$ cat src/rtl/cnt_pkg.sv
// Shared constants and helpers for the mod_updown_counter slice.
package cnt_pkg;

    localparam logic CNT_DN = 1'b0;
    localparam logic CNT_UP = 1'b1;

    // Smallest bit width able to hold every value 0..modulus-1.
    function automatic int unsigned min_width(input int unsigned modulus);
        int unsigned w;
        w = 1;
        while ((64'(1) << w) < 64'(modulus)) begin
            w = w + 1;
        end
        return w;
    endfunction

endpackage

$ cat src/rtl/mod_step.sv
// Combinational next-count for a modulo up/down counter, wrapping or saturating
// at the range limits; arithmetic is done one bit wider than the count.
module mod_step #(
    parameter int unsigned WIDTH    = 4,
    parameter int unsigned MODULUS  = 16,
    parameter bit          SATURATE = 1'b0
) (
    input  logic [WIDTH-1:0] i_q,
    input  logic             i_up_dn,
    output logic [WIDTH-1:0] o_next_q,
    output logic             o_is_limit
);
    import cnt_pkg::*;

    localparam logic [WIDTH:0] MAX_EXT = (WIDTH+1)'(MODULUS - 1);

    logic [WIDTH:0] w_q_ext;
    logic [WIDTH:0] w_next_ext;
    logic           w_at_top;
    logic           w_at_bot;
    logic           w_unused_carry;

    assign w_q_ext  = {1'b0, i_q};
    assign w_at_top = (w_q_ext == MAX_EXT);
    assign w_at_bot = (w_q_ext == '0);

    always_comb begin
        w_next_ext = w_q_ext;
        o_is_limit = 1'b0;
        if (i_up_dn == CNT_UP) begin
            o_is_limit = w_at_top;
            if (!w_at_top) begin
                w_next_ext = w_q_ext + (WIDTH+1)'(1);
            end else if (!SATURATE) begin
                w_next_ext = '0;
            end
        end else begin
            o_is_limit = w_at_bot;
            if (!w_at_bot) begin
                w_next_ext = w_q_ext - (WIDTH+1)'(1);
            end else if (!SATURATE) begin
                w_next_ext = MAX_EXT;
            end
        end
    end

    // Top bit is always zero once the limits are handled.
    assign w_unused_carry = w_next_ext[WIDTH];
    assign o_next_q       = w_next_ext[WIDTH-1:0];

endmodule

$ cat src/rtl/mod_updown_counter.sv
// Parametrised up/down counter with configurable modulus, load, tc and wrap.
// Define MOD_UPDOWN_COUNTER_SATURATE_EN to saturate at the limits instead of wrapping.
module mod_updown_counter #(
    parameter int unsigned WIDTH     = 4,
    parameter int unsigned MODULUS   = 16,
    parameter int unsigned RESET_VAL = 0
) (
    input  logic             clk,
    input  logic             reset,
    input  logic             en,
    input  logic             up_dn,
    input  logic             load,
    input  logic [WIDTH-1:0] load_val,
    output logic [WIDTH-1:0] q,
    output logic             tc,
    output logic             wrap
);
    import cnt_pkg::*;

`ifdef MOD_UPDOWN_COUNTER_SATURATE_EN
    localparam bit SATURATE = 1'b1;
`else
    localparam bit SATURATE = 1'b0;
`endif

    localparam logic [WIDTH:0] MAX_EXT = (WIDTH+1)'(MODULUS - 1);

    if (WIDTH == 0) begin : g_err_width
        $error("mod_updown_counter: WIDTH must be >= 1");
    end
    if (MODULUS < 2) begin : g_err_mod_lo
        $error("mod_updown_counter: MODULUS must be >= 2");
    end
    if (min_width(MODULUS) > WIDTH) begin : g_err_mod_hi
        $error("mod_updown_counter: MODULUS must be <= 2**WIDTH");
    end
    if (RESET_VAL >= MODULUS) begin : g_err_rst
        $error("mod_updown_counter: RESET_VAL must be < MODULUS");
    end

    logic [WIDTH-1:0] r_q;
    logic             r_wrap;
    logic [WIDTH-1:0] w_step_q;
    logic [WIDTH-1:0] w_load_q;
    logic [WIDTH-1:0] w_q_nxt;
    logic             w_wrap_nxt;
    logic             w_is_limit;

    mod_step #(
        .WIDTH    (WIDTH),
        .MODULUS  (MODULUS),
        .SATURATE (SATURATE)
    ) u_step (
        .i_q        (r_q),
        .i_up_dn    (up_dn),
        .o_next_q   (w_step_q),
        .o_is_limit (w_is_limit)
    );

    // Out-of-range load values clamp to the top of the count range.
    assign w_load_q = ({1'b0, load_val} > MAX_EXT) ? MAX_EXT[WIDTH-1:0] : load_val;

    // Priority: load over count over hold.
    always_comb begin
        w_q_nxt    = r_q;
        w_wrap_nxt = 1'b0;
        if (load) begin
            w_q_nxt = w_load_q;
        end else if (en) begin
            w_q_nxt    = w_step_q;
            w_wrap_nxt = w_is_limit & ~SATURATE;
        end
    end

    always_ff @(posedge clk or posedge reset) begin
        if (reset) begin
            r_q    <= WIDTH'(RESET_VAL);
            r_wrap <= 1'b0;
        end else begin
            r_q    <= w_q_nxt;
            r_wrap <= w_wrap_nxt;
        end
    end

    assign q    = r_q;
    assign wrap = r_wrap;
    assign tc   = en & w_is_limit;

endmodule

$ cat config.mk
export PLATFORM = sky130hd
export DESIGN_NAME = mod_updown_counter
export DESIGN_NICKNAME = d
export VERILOG_FILES = /design/src/rtl/cnt_pkg.sv /design/src/rtl/mod_step.sv /design/src/rtl/mod_updown_counter.sv
export SDC_FILE = /design/constraint.sdc
export NUM_CORES = 1
export LEC_CHECK = 0
export CAP_MARGIN = 20
export CORE_AREA = 5 5 42 44
export DETAILED_ROUTE_END_ITERATION = 7
export DIE_AREA = 0 0 47 49
export SYNTH_ARGS = -nofsm -noshare
export SYNTH_HDL_FRONTEND = slang
export SYNTH_SLANG_ARGS = --single-unit
$ cat constraint.sdc
create_clock -name clk -period 1.4 [get_ports clk]
set_input_delay 0.14 -clock clk [delete_from_list [all_inputs] [get_ports clk]]
set_output_delay 0.14 -clock clk [all_outputs]
set_load 0.1 [all_outputs]
==> results of run 1 <==
layout by cell type, fill, tap and decap left out, drive strengths merged:
cell,n
clkdlybuf4s50,8
and2b,1
nand3,1
buf,17
xnor2,1
nor2,2
nand2,3
or3b,1
o31ai,2
and2,1
nand4,1
clkinv,1
inv,4
ha,2
a221oi,1
a31o,1
o21ba,1
o21ai,5
a21o,1
clkbuf,3
o221ai,1
nor2b,1
mux2i,1
a21boi,1
dfrtp,5
xor2,1
a21oi,4
area by class of cell:
| type | count | area, um^2 |
|---|---|---|
| Clock buffer | 3 | 22.52 |
| Inverter | 4 | 17.52 |
| Clock inverter | 1 | 5.005 |
| Multi-Input combinational cell | 33 | 291.5 |
| Timing Repair Buffer | 25 | 294.0 |
| Fill cell | 139 | 615.6 |
| Tap cell | 16 | 20.02 |
| Sequential cell | 5 | 135.1 |
report_power, final:
group	total (mW)	switching, mW	leakage [nW]	internal (mW)
Combinational	0.445	0.240	0.261	0.205
Sequential	0.187	0.0213	0.0574	0.166
Clock	0.179	0.0743	0.0177	0.104
worst max-delay path by stage:
stage | startpoint | slack [ns] | cells after the start | end
2_1_floorplan | q[0]$_DFFE_PP0P_ | -0.61 | 7 | wrap$_DFF_PP0_
3_3_place_gp | q[1]$_DFFE_PP0P_ | -0.26 | 6 | tc
3_5_place_dp | q[1]$_DFFE_PP0P_ | -0.26 | 6 | tc
4_1_cts | q[1]$_DFFE_PP0P_ | -0.50 | 6 | tc
5_1_grt | q[1]$_DFFE_PP0P_ | -0.54 | 6 | tc
6_report | q[1]$_DFFE_PP0P_ | -0.49 | 6 | tc
registers in the layout, indices dropped and copies added (netlist names):
register and flops:
q 4, wrap 1
cell families (layout without fill, tap and decap cells):
kind of cell,count (synthesis),count (layout),share of synthesized area
AOI/OAI and AO/OA,17,17,0.3060
xor gates and xnor gates,2,2,0.04417
adders and majority gates,2,2,0.06308
buffers and inverters,7,33,0.09147
DFF,5,5,0.3155
muxes,1,1,0.02524
and+or+nand+nor,11,11,0.1546
metrics by stage:
stage                     area (um^2)  hold slack, ns  utilization
after detailed placement        696.9          0.3569       0.4973
after CTS                       763.2         0.08107       0.5446
after global placement          696.9          0.3473       0.4973
final                           785.8         0.07719       0.5607
after floorplan                 436.7        -0.08158            -
after global routing            785.8          0.1277       0.5607
worst max-delay path, delay by kind of cell, from the launching register on:
kind	cells	cell delay, ns
and+or+nand+nor	2	0.55
DFF	1	0.47
buffers and inverters	2	0.24
adders and majority gates	1	0.12
AOI/OAI and AO/OA	1	0.12
routing by layer:
layer	up-vias	global-route usage	share of wire	routed length [um]
met5	-	0	0	0
met4	0	0.09677	0.027	29
met3	3	0.03321	0.046	49
met2	15	0.1561	0.51	543
met1	190	0.1247	0.41	442
li1	212	-	-	-
repair_timing:
action	in CTS	in global routing
setup buffers	2	1
cloned	0	0
pin swaps	5	5
setup endpoints to repair	5	5
gates resized for setup	6	5
==> qor.yml, run 1 <==
run_status:
  outcome: "finished with violations"
  violations: "setup timing"
clocking:
  cts.path.max_buffers: 2
  cts_root_buffer: "clkbuf_4"
  cts_hold_buf: 0
  clkLatencyLatePin_ns: 0.26
  path_clk_slew_ns: 0.05
  cts_tree: "yes"
  cts_buffers: 3
  cts.sinks: 5
  cts_max_level: 1
route:
  antenna_left: 0
  viasPerCell: 4.828
  drt_wl_total_mm: 1.066
  drt_iter0_drc: 2
  route.detailed.drc: 0
  vias: 420
  first_pass_iters: 2
  wl_per_cell_um: 12.25
critical_path:
  criticalPathCategory: "reg -> out"
  start_kind: "flip-flop"
  reg2reg_to: "q[0]$_DFFE_PP0P_"
  critPathArrivalTime_ns: 1.75
  r2r_start: "q[1]$_DFFE_PP0P_"
  critPathMaxFanout: 2
  critPathMaxStageDelay_ns: 0.47
  ff2ff_path_depth: 8
  end_kind: "output port"
  worstPathCellList: "inv_2 -> ha_4 -> or3b_4 -> o21ai_2 -> and2_4 -> buf_12"
  r2r_slack_ns: -0.41
  cp_slowest_cell: "dfrtp_4"
  critical_path_required_ns: 1.26
yosys:
  synth_cell_types: 27
  synth_warnings: 0
  async_reset_ff_frac: 1.000
  synth_top_area_share: 0.3155
  synth.most_common_cell: "dfrtp_1"
  syn_inst: 45
  synthFlopType: "dfrtp_1"
  ys_top_cells_by_count: "dfrtp_1 (5), a21oi_1 (4), inv_1 (4), nand2_1 (3), o21ai_0 (3)"
  synth_top_cell_by_area: "dfrtp_1"
  synth_edf_count: 0
  yosys-top-cells-area: "dfrtp_1 (32%), ha_1 (6.3%), a21oi_1 (5.0%)"
  ys_ff_latch: 5
  syn_area_per_cell_um2: 8.814
  yosysSeqAreaShare: 0.3155
  synth_nets: 56
  syn-cell-area_um2: 396.6
pwr:
  p_leak_nw: 0.3361
  p_total_mw: 0.8105
  pwr_density_cell_nw_per_um2: 1031
  vdd_drop_max_v: 0.0005277
placement:
  hpwl_um: 799.2
  port_buffers: 14
  gp_congestion: 0.7351
  dp_worst_setup_slack_ns: -0.2555
  dpl.cell_count: 81
final_layout:
  final_nets: 83
  drive_gt1_frac: 0.5352
  fin_cells: 87
  antennaDiodeCount: 0
  synthToLayoutAreaGrowth_pct: 98.11
global_route:
  grt_use_total: 0.1096
  grt_pass1_wl_mm: 1.718
  grt-ovfl-total: 0
  grt_max_degree: 10
  antenna_found_initial: 0
  first_global_vias: 408
die:
  die_h_um: 49
  die_area_um2: 2303
  fp-row-count: 14
  start_util: 0.2830
  pin_count: 15
  fp.coreArea_um2: 1401
  die_w_um: 47
run:
  cap_violations: 0
hold_path:
  worstHoldPathType: "in -> async"
sta:
  hold_violations: 0
  max_freq_mhz: 527.7
  fin_worst_skew_ns: 0.006018
  tightest_slew_ns: 0.2625
  fin_setup_tns_ns: -1.282
  relSlewSlack: 0.8245
  finalCritPeriodShare: 1.354
  rsz0062_at_grt: "true"
  min_period_ns: 1.895
  maxSlewViolCount: 0
  finalSetupViolCount: 5
  worst_slack_ns: -0.4949
No activity file was read; power rests on OpenSTA's default activity.
==> run 2, diff against run 1 <==
--- a/config.mk
+++ b/config.mk
@@ -5,7 +5,6 @@
 export SDC_FILE = /design/constraint.sdc
 export NUM_CORES = 1
 export LEC_CHECK = 0
-export CAP_MARGIN = 20
 export CORE_AREA = 5 5 42 44
 export DETAILED_ROUTE_END_ITERATION = 7
 export DIE_AREA = 0 0 47 49
==> results of run 2 <==
Same layout as run 1: the final DEF is identical, and so are final timing and power.
